--- src/rtl/uart_pkg.sv ---
// rtl/uart_pkg.sv - shared types and constants for the UART transmit scheduler
package uart_pkg;
   typedef enum logic [1:0] {
      ST_IDLE,
      ST_ISSUE,
      ST_WAIT_BUSY,
      ST_WAIT_DONE
   } txs_state_t;

   localparam int TXS_MAX_CLIENTS = 8;
   localparam int TXS_ID_W = $clog2(TXS_MAX_CLIENTS);
   localparam logic [7:0] TXS_TAG_BASE = 8'hF0;
endpackage

--- src/rtl/rr_picker.sv ---
// rtl/rr_picker.sv - combinational cyclic priority picker: first requester after ptr
module rr_picker
   import uart_pkg::*;
#(
   parameter int N_CLIENTS = 4
) (
   input  logic [N_CLIENTS-1:0] req,
   input  logic [TXS_ID_W-1:0]  ptr,
   output logic                 valid,
   output logic [TXS_ID_W-1:0]  id
);

   // Outer loop walks distance from the pointer, so the nearest requester wins.
   always_comb begin
      valid = 1'b0;
      id    = '0;
      for (int k = 1; k <= N_CLIENTS; k++) begin
         for (int c = 0; c < N_CLIENTS; c++) begin
            if (!valid && req[c] && (c == ((int'(ptr) + k) % N_CLIENTS))) begin
               valid = 1'b1;
               id    = TXS_ID_W'(c);
            end
         end
      end
   end

endmodule

--- src/rtl/uart_tx_scheduler.sv ---
// rtl/uart_tx_scheduler.sv - round-robin sharing of one UART transmitter among N clients
// Optional UART_TXS_TAG_EN: precede every data byte with tag byte TAG_BASE | grant_id.
module uart_tx_scheduler
   import uart_pkg::*;
#(
   parameter int N_CLIENTS    = 4,
   parameter int BUSY_TIMEOUT = 16
`ifdef UART_TXS_TAG_EN
   ,
   parameter logic [7:0] TAG_BASE = TXS_TAG_BASE
`endif
) (
   input  logic                   clk,
   input  logic                   reset,
   input  logic                   arb_en,
   input  logic [N_CLIENTS-1:0]   req,
   input  logic [8*N_CLIENTS-1:0] data_in,
   output logic [N_CLIENTS-1:0]   ack,
   output logic [2:0]             grant_id,
   output logic                   sched_busy,
   output logic                   timeout_err,
   output logic [7:0]             Tx_DATA,
   output logic                   Tx_WR,
   output logic                   Tx_EN,
   input  logic                   Tx_BUSY
);

   localparam int CNT_W = $clog2(BUSY_TIMEOUT + 1);
   localparam logic [CNT_W-1:0] CNT_LAST = CNT_W'(BUSY_TIMEOUT - 1);

   txs_state_t                 state;
   logic [TXS_ID_W-1:0]        ptr;
   logic [CNT_W-1:0]           cnt;
   logic                       pick_valid;
   logic [TXS_ID_W-1:0]        pick_id;
   logic [N_CLIENTS-1:0]       ack_onehot;
   logic [TXS_MAX_CLIENTS-1:0] req_ext;
   logic [7:0]                 bytes [TXS_MAX_CLIENTS];
`ifdef UART_TXS_TAG_EN
   logic                       phase;
`endif

   // Widen to the full id space so a 3-bit grant_id indexes without truncation.
   for (genvar g = 0; g < TXS_MAX_CLIENTS; g++) begin : g_ext
      if (g < N_CLIENTS) begin : g_used
         assign bytes[g]   = data_in[8*g +: 8];
         assign req_ext[g] = req[g];
      end else begin : g_pad
         assign bytes[g]   = 8'h00;
         assign req_ext[g] = 1'b0;
      end
   end

   always_comb begin
      ack_onehot = '0;
      for (int i = 0; i < N_CLIENTS; i++) begin
         ack_onehot[i] = (grant_id == TXS_ID_W'(i));
      end
   end

   rr_picker #(.N_CLIENTS(N_CLIENTS)) u_picker (
      .req   (req),
      .ptr   (ptr),
      .valid (pick_valid),
      .id    (pick_id)
   );

   assign sched_busy = (state != ST_IDLE);
   assign Tx_EN      = arb_en | sched_busy;

   always_ff @(posedge clk) begin
      if (reset) begin
         state       <= ST_IDLE;
         ptr         <= TXS_ID_W'(N_CLIENTS - 1);
         grant_id    <= '0;
         ack         <= '0;
         timeout_err <= 1'b0;
         Tx_DATA     <= 8'h00;
         Tx_WR       <= 1'b0;
         cnt         <= '0;
`ifdef UART_TXS_TAG_EN
         phase       <= 1'b0;
`endif
      end else begin
         ack         <= '0;
         Tx_WR       <= 1'b0;
         timeout_err <= 1'b0;
         case (state)
            ST_IDLE: begin
               if (arb_en && pick_valid) begin
                  grant_id <= pick_id;
                  ptr      <= pick_id;
`ifdef UART_TXS_TAG_EN
                  phase    <= 1'b0;
`endif
                  state    <= ST_ISSUE;
               end
            end
            ST_ISSUE: begin
               if (!req_ext[grant_id]) begin
                  state <= ST_IDLE;
               end else begin
                  Tx_WR <= 1'b1;
                  cnt   <= '0;
                  state <= ST_WAIT_BUSY;
`ifdef UART_TXS_TAG_EN
                  if (!phase) begin
                     Tx_DATA <= TAG_BASE | 8'(grant_id);
                  end else begin
                     Tx_DATA <= bytes[grant_id];
                     ack     <= ack_onehot;
                  end
`else
                  Tx_DATA <= bytes[grant_id];
                  ack     <= ack_onehot;
`endif
               end
            end
            ST_WAIT_BUSY: begin
               if (Tx_BUSY) begin
                  state <= ST_WAIT_DONE;
               end else if (cnt == CNT_LAST) begin
                  timeout_err <= 1'b1;
                  state       <= ST_IDLE;
               end else begin
                  cnt <= cnt + CNT_W'(1);
               end
            end
            ST_WAIT_DONE: begin
               if (!Tx_BUSY) begin
`ifdef UART_TXS_TAG_EN
                  if (!phase) begin
                     phase <= 1'b1;
                     state <= ST_ISSUE;
                  end else begin
                     state <= ST_IDLE;
                  end
`else
                  state <= ST_IDLE;
`endif
               end
            end
            default: state <= ST_IDLE;
         endcase
      end
   end

endmodule

--- config.mk ---
export PLATFORM = sky130hd
export DESIGN_NAME = uart_tx_scheduler
export DESIGN_NICKNAME = d
export VERILOG_FILES = /design/src/rtl/uart_pkg.sv /design/src/rtl/rr_picker.sv /design/src/rtl/uart_tx_scheduler.sv
export SDC_FILE = /design/constraint.sdc
export NUM_CORES = 1
export LEC_CHECK = 0
export CAP_MARGIN = 20
export CORE_ASPECT_RATIO = 0.8
export CORE_MARGIN = 2
export CORE_UTILIZATION = 32
export CTS_BUF_LIST = sky130_fd_sc_hd__clkbuf_4 sky130_fd_sc_hd__clkbuf_8
export DETAILED_ROUTE_END_ITERATION = 10
export PLACE_DENSITY_LB_ADDON = 0.05
export REMOVE_ABC_BUFFERS = 1
export SETUP_SLACK_MARGIN = 0.02
export SYNTH_ARGS = -nofsm -noshare
export SYNTH_HDL_FRONTEND = slang
export SYNTH_SLANG_ARGS = --single-unit
--- constraint.sdc ---
create_clock -name clk -period 5.3 [get_ports clk]
set_input_delay 0.795 -clock clk [delete_from_list [all_inputs] [get_ports clk]]
set_output_delay 0.795 -clock clk [all_outputs]
set_load 0.02 [all_outputs]
==> results by group <==
Min path
  • Hold Crit Start: Tx_DATA[2]$_SDFFE_PP0P_
  • Hold Path End: Tx_DATA[2]$_SDFFE_PP0P_
  • Hold path depth: 2
  • Hold Crit Class: reg -> reg

Yosys
  • #FFs+latches synth: 25
  • Fraction of synthesized area in multiplexers: 22.24%
  • Largest family of logic cells by synthesized area: multiplexers
  • Cells after Synth: 123
  • Syn_area_per_cell: 10.24 sq um
  • Unique cell type count in the Yosys netlist: 35
  • Post-synth top area cell: dfxtp_1
  • Adder-cell share of the synthesized area: 1.986%
  • Post-synth top area share: 39.72%
  • Post-Synth Simple-Gate Area: 19.27%
  • Asr flop ratio synth: 0%
  • Post-Syn Area: 1260 sq um
  • Post-synth EDFFs: 0
  • Post-synthesis xor/xnor area fraction: 1.390%
  • Warnings from Yosys: 0
  • Top-count cell post-synth: dfxtp_1
  • Synth top area cells: dfxtp_1 (40%), mux4_2 (14%), mux2i_1 (7.9%), nor2_1 (4.8%), a21oi_1 (3.2%)
  • Synth cell count leaders: dfxtp_1 (25), nor2_1 (16), mux2i_1 (10)
  • Sequential area share after synthesis: 39.72%
  • Primary FF master, synth: dfxtp_1
  • Compound-Gate Fraction of Synth Area: 10.33%

Timing
  • Setup TNS: 0 ps
  • Max Clock Freq: 340.4 MHz
  • Measured slew at the worst slew-check pin: 900.9 ps
  • Setup violators final: 0
  • Clock Skew: 9.014 ps
  • Final Slew Violations: 0
  • Final Hold Fails: 0
  • RSZ-0062 raised after global routing: no
  • Worst slew margin: 39.75%
  • Min Tclk post-route: 2938 ps
  • Fin crit share: 55.42%

Floorplanning
  • Initial Util: 33.34%
  • Core area: 3779 sq um
  • Chip Width: 74.16 um
  • I/O Pins: 59
  • Row cnt: 20
  • DIE HEIGHT: 60.13 um
  • Die area: 4459 sq um

Clock network
  • Cts hold-fix bufs: 0
  • Setup bufs post-CTS: 0
  • PostCTS Resize Cnt: 0
  • Clk buf depth: 2
  • H-tree lvl count: 1
  • CTS clk-pin slew, worst paths: 80 ps
  • CTS Buf Count: 3
  • Clock Sinks: 25
  • Worst-Skew Late Latency: 270 ps
  • TritonCTS clock tree: done
  • Root Driver: clkbuf_8

Critical path
  • Register-to-Register Setup Slack: 3050 ps
  • Crit. End Element: output port
  • Crit start category: input port
  • Arrival time at the worst endpoint: 2140 ps
  • FF-to-FF Start: grant_id[0]$_SDFFE_PP0P_
  • WP data required: 4510 ps
  • CP Class: in -> out
  • Worst r2r dst: Tx_DATA[4]$_SDFFE_PP0P_
  • Crit-path max FO: 5
  • R2R depth: 4

Layout
  • Nets: 220
  • Fillers: 342
  • Diodes inserted: 0
  • Area Growth Syn to Fin: 51.34%
  • Layout cells sized above 1: 9.040%

Placement
  • I/O Buffers: 57
  • HPWL Detailed: 2.279 mm
  • Routability Congestion: 0.8068

Flow run
  • Max_cap viols: 0

Detailed routing
  • Via-to-Cell Ratio: 4.754
  • Final antenna-violating net count: 0
  • Via Count: 1103
  • WL/cell: 13.11 um
  • Routed WL: 3.042 mm
  • DRT iter0 DRCs: 48
  • # DRC: 0
  • TritonRoute pass-1 iters: 4

Global route
  • Met1 GRT Util: 17.03%
  • Met2 usage in global routing: 23.09%
  • Vias in the first global route: 1016
  • Global Route Usage Sum: 13.76%
  • Met3 Usage GRT: 4.890%
  • Congestion Overflow GR: 0
  • Busiest grt layer: met2
  • Largest net degree at the start of global routing: 25
  • Initial antenna violation count: 0
  • First-pass GRT wire length: 4.657 mm

Status
  • Outcome: finished, final reports clean

Power and ir drop
  • Leak pwr: 0.6626 nW
  • Pwr/cell area: 229.1 nW/um^2
  • Worst vdd ir: 0.0001251 V
  • Tot Pwr: 0.4369 mW
[state kept, by name, indices dropped and copies added (netlist names)]
signal,count
ptr,2
Tx_WR,1
ack,4
Tx_DATA,8
timeout_err,1
state,2
cnt,5
grant_id,2
[power by group]
| group | internal [mW] | leakage, nW | switching, mW |
|---|---|---|---|
| Sequential | 0.197 | 0.203 | 0.0151 |
| Clock | 0.0533 | 0.0217 | 0.0628 |
| Combinational | 0.0678 | 0.438 | 0.0412 |
| Total | 0.318 | 0.663 | 0.119 |
[critical path, cell delays in order]
cell,delay (ps)
clkdlybuf4s50_1,470
or3_1,330
clkdlybuf4s50_1,540
[layout by cell type (no fill, tap or decap), types with 3 or more instances in the layout]
cell,synthesis,routed
a21oi_1,8,8
clkbuf_8,0,3
clkdlybuf4s50_1,0,57
dfxtp_1,25,25
inv_1,5,5
mux2i_1,10,10
mux4_2,8,8
nand2_1,5,5
nand3b_1,3,3
nor2_1,16,16
nor2b_1,3,3
nor3_1,5,5
o221ai_1,3,3
[metal layers]
| layer | up-vias | wire, um |
|---|---|---|
| li1 | 555 | - |
| met4 | 0 | 16 |
| met5 | - | 0 |
| met2 | 38 | 1389 |
| met3 | 2 | 251 |
| met1 | 508 | 1385 |
[cell type report]
cell class / instances / area, sq um / share of cell area, %
clock buffers: 3 / 41.29 / 2.165
well taps: 55 / 68.82 / 3.609
repair buffers: 57 / 570.5 / 29.92
flip-flops and latches: 25 / 500.5 / 26.25
clock inverters: 1 / 7.507 / 0.3937
multi-input cells: 86 / 699.4 / 36.68
inverters: 5 / 18.77 / 0.9843
[kinds of logic after synthesis]
group	after synthesis
muxes	18
other	1
buffers and inverters	12
AOI/OAI and AO/OA	19
DFF	25
xor gates and xnor gates	2
and+or+nand+nor	44
adders and majority gates	2
[through the flow]
step                setup WS, ps  util, %  cells  area (sq um)  hold slack (ps)
floorplan                   3307        -    116          1219            471.3
global placement            2381    49.17    228          1858            473.7
detailed placement          2375    49.17    228          1858            485.1
CTS                         2357    50.46    232          1907            505.8
global route                2330    50.46    232          1907            523.5
finish                      2362    50.46    232          1907            497.9
[worst max path at each step]
| stage | from | endpoint | slack [ps] | cells past startpoint |
|---|---|---|---|---|
| 6_report | arb_en | Tx_EN | 2360 | 3 |
| 2_1_floorplan | arb_en | Tx_EN | 3310 | 1 |
| 4_1_cts | arb_en | Tx_EN | 2360 | 3 |
| 5_1_grt | arb_en | Tx_EN | 2330 | 3 |
| 3_5_place_dp | arb_en | Tx_EN | 2380 | 3 |
| 3_3_place_gp | arb_en | Tx_EN | 2380 | 3 |
No activity file was read; power rests on OpenSTA's default activity.
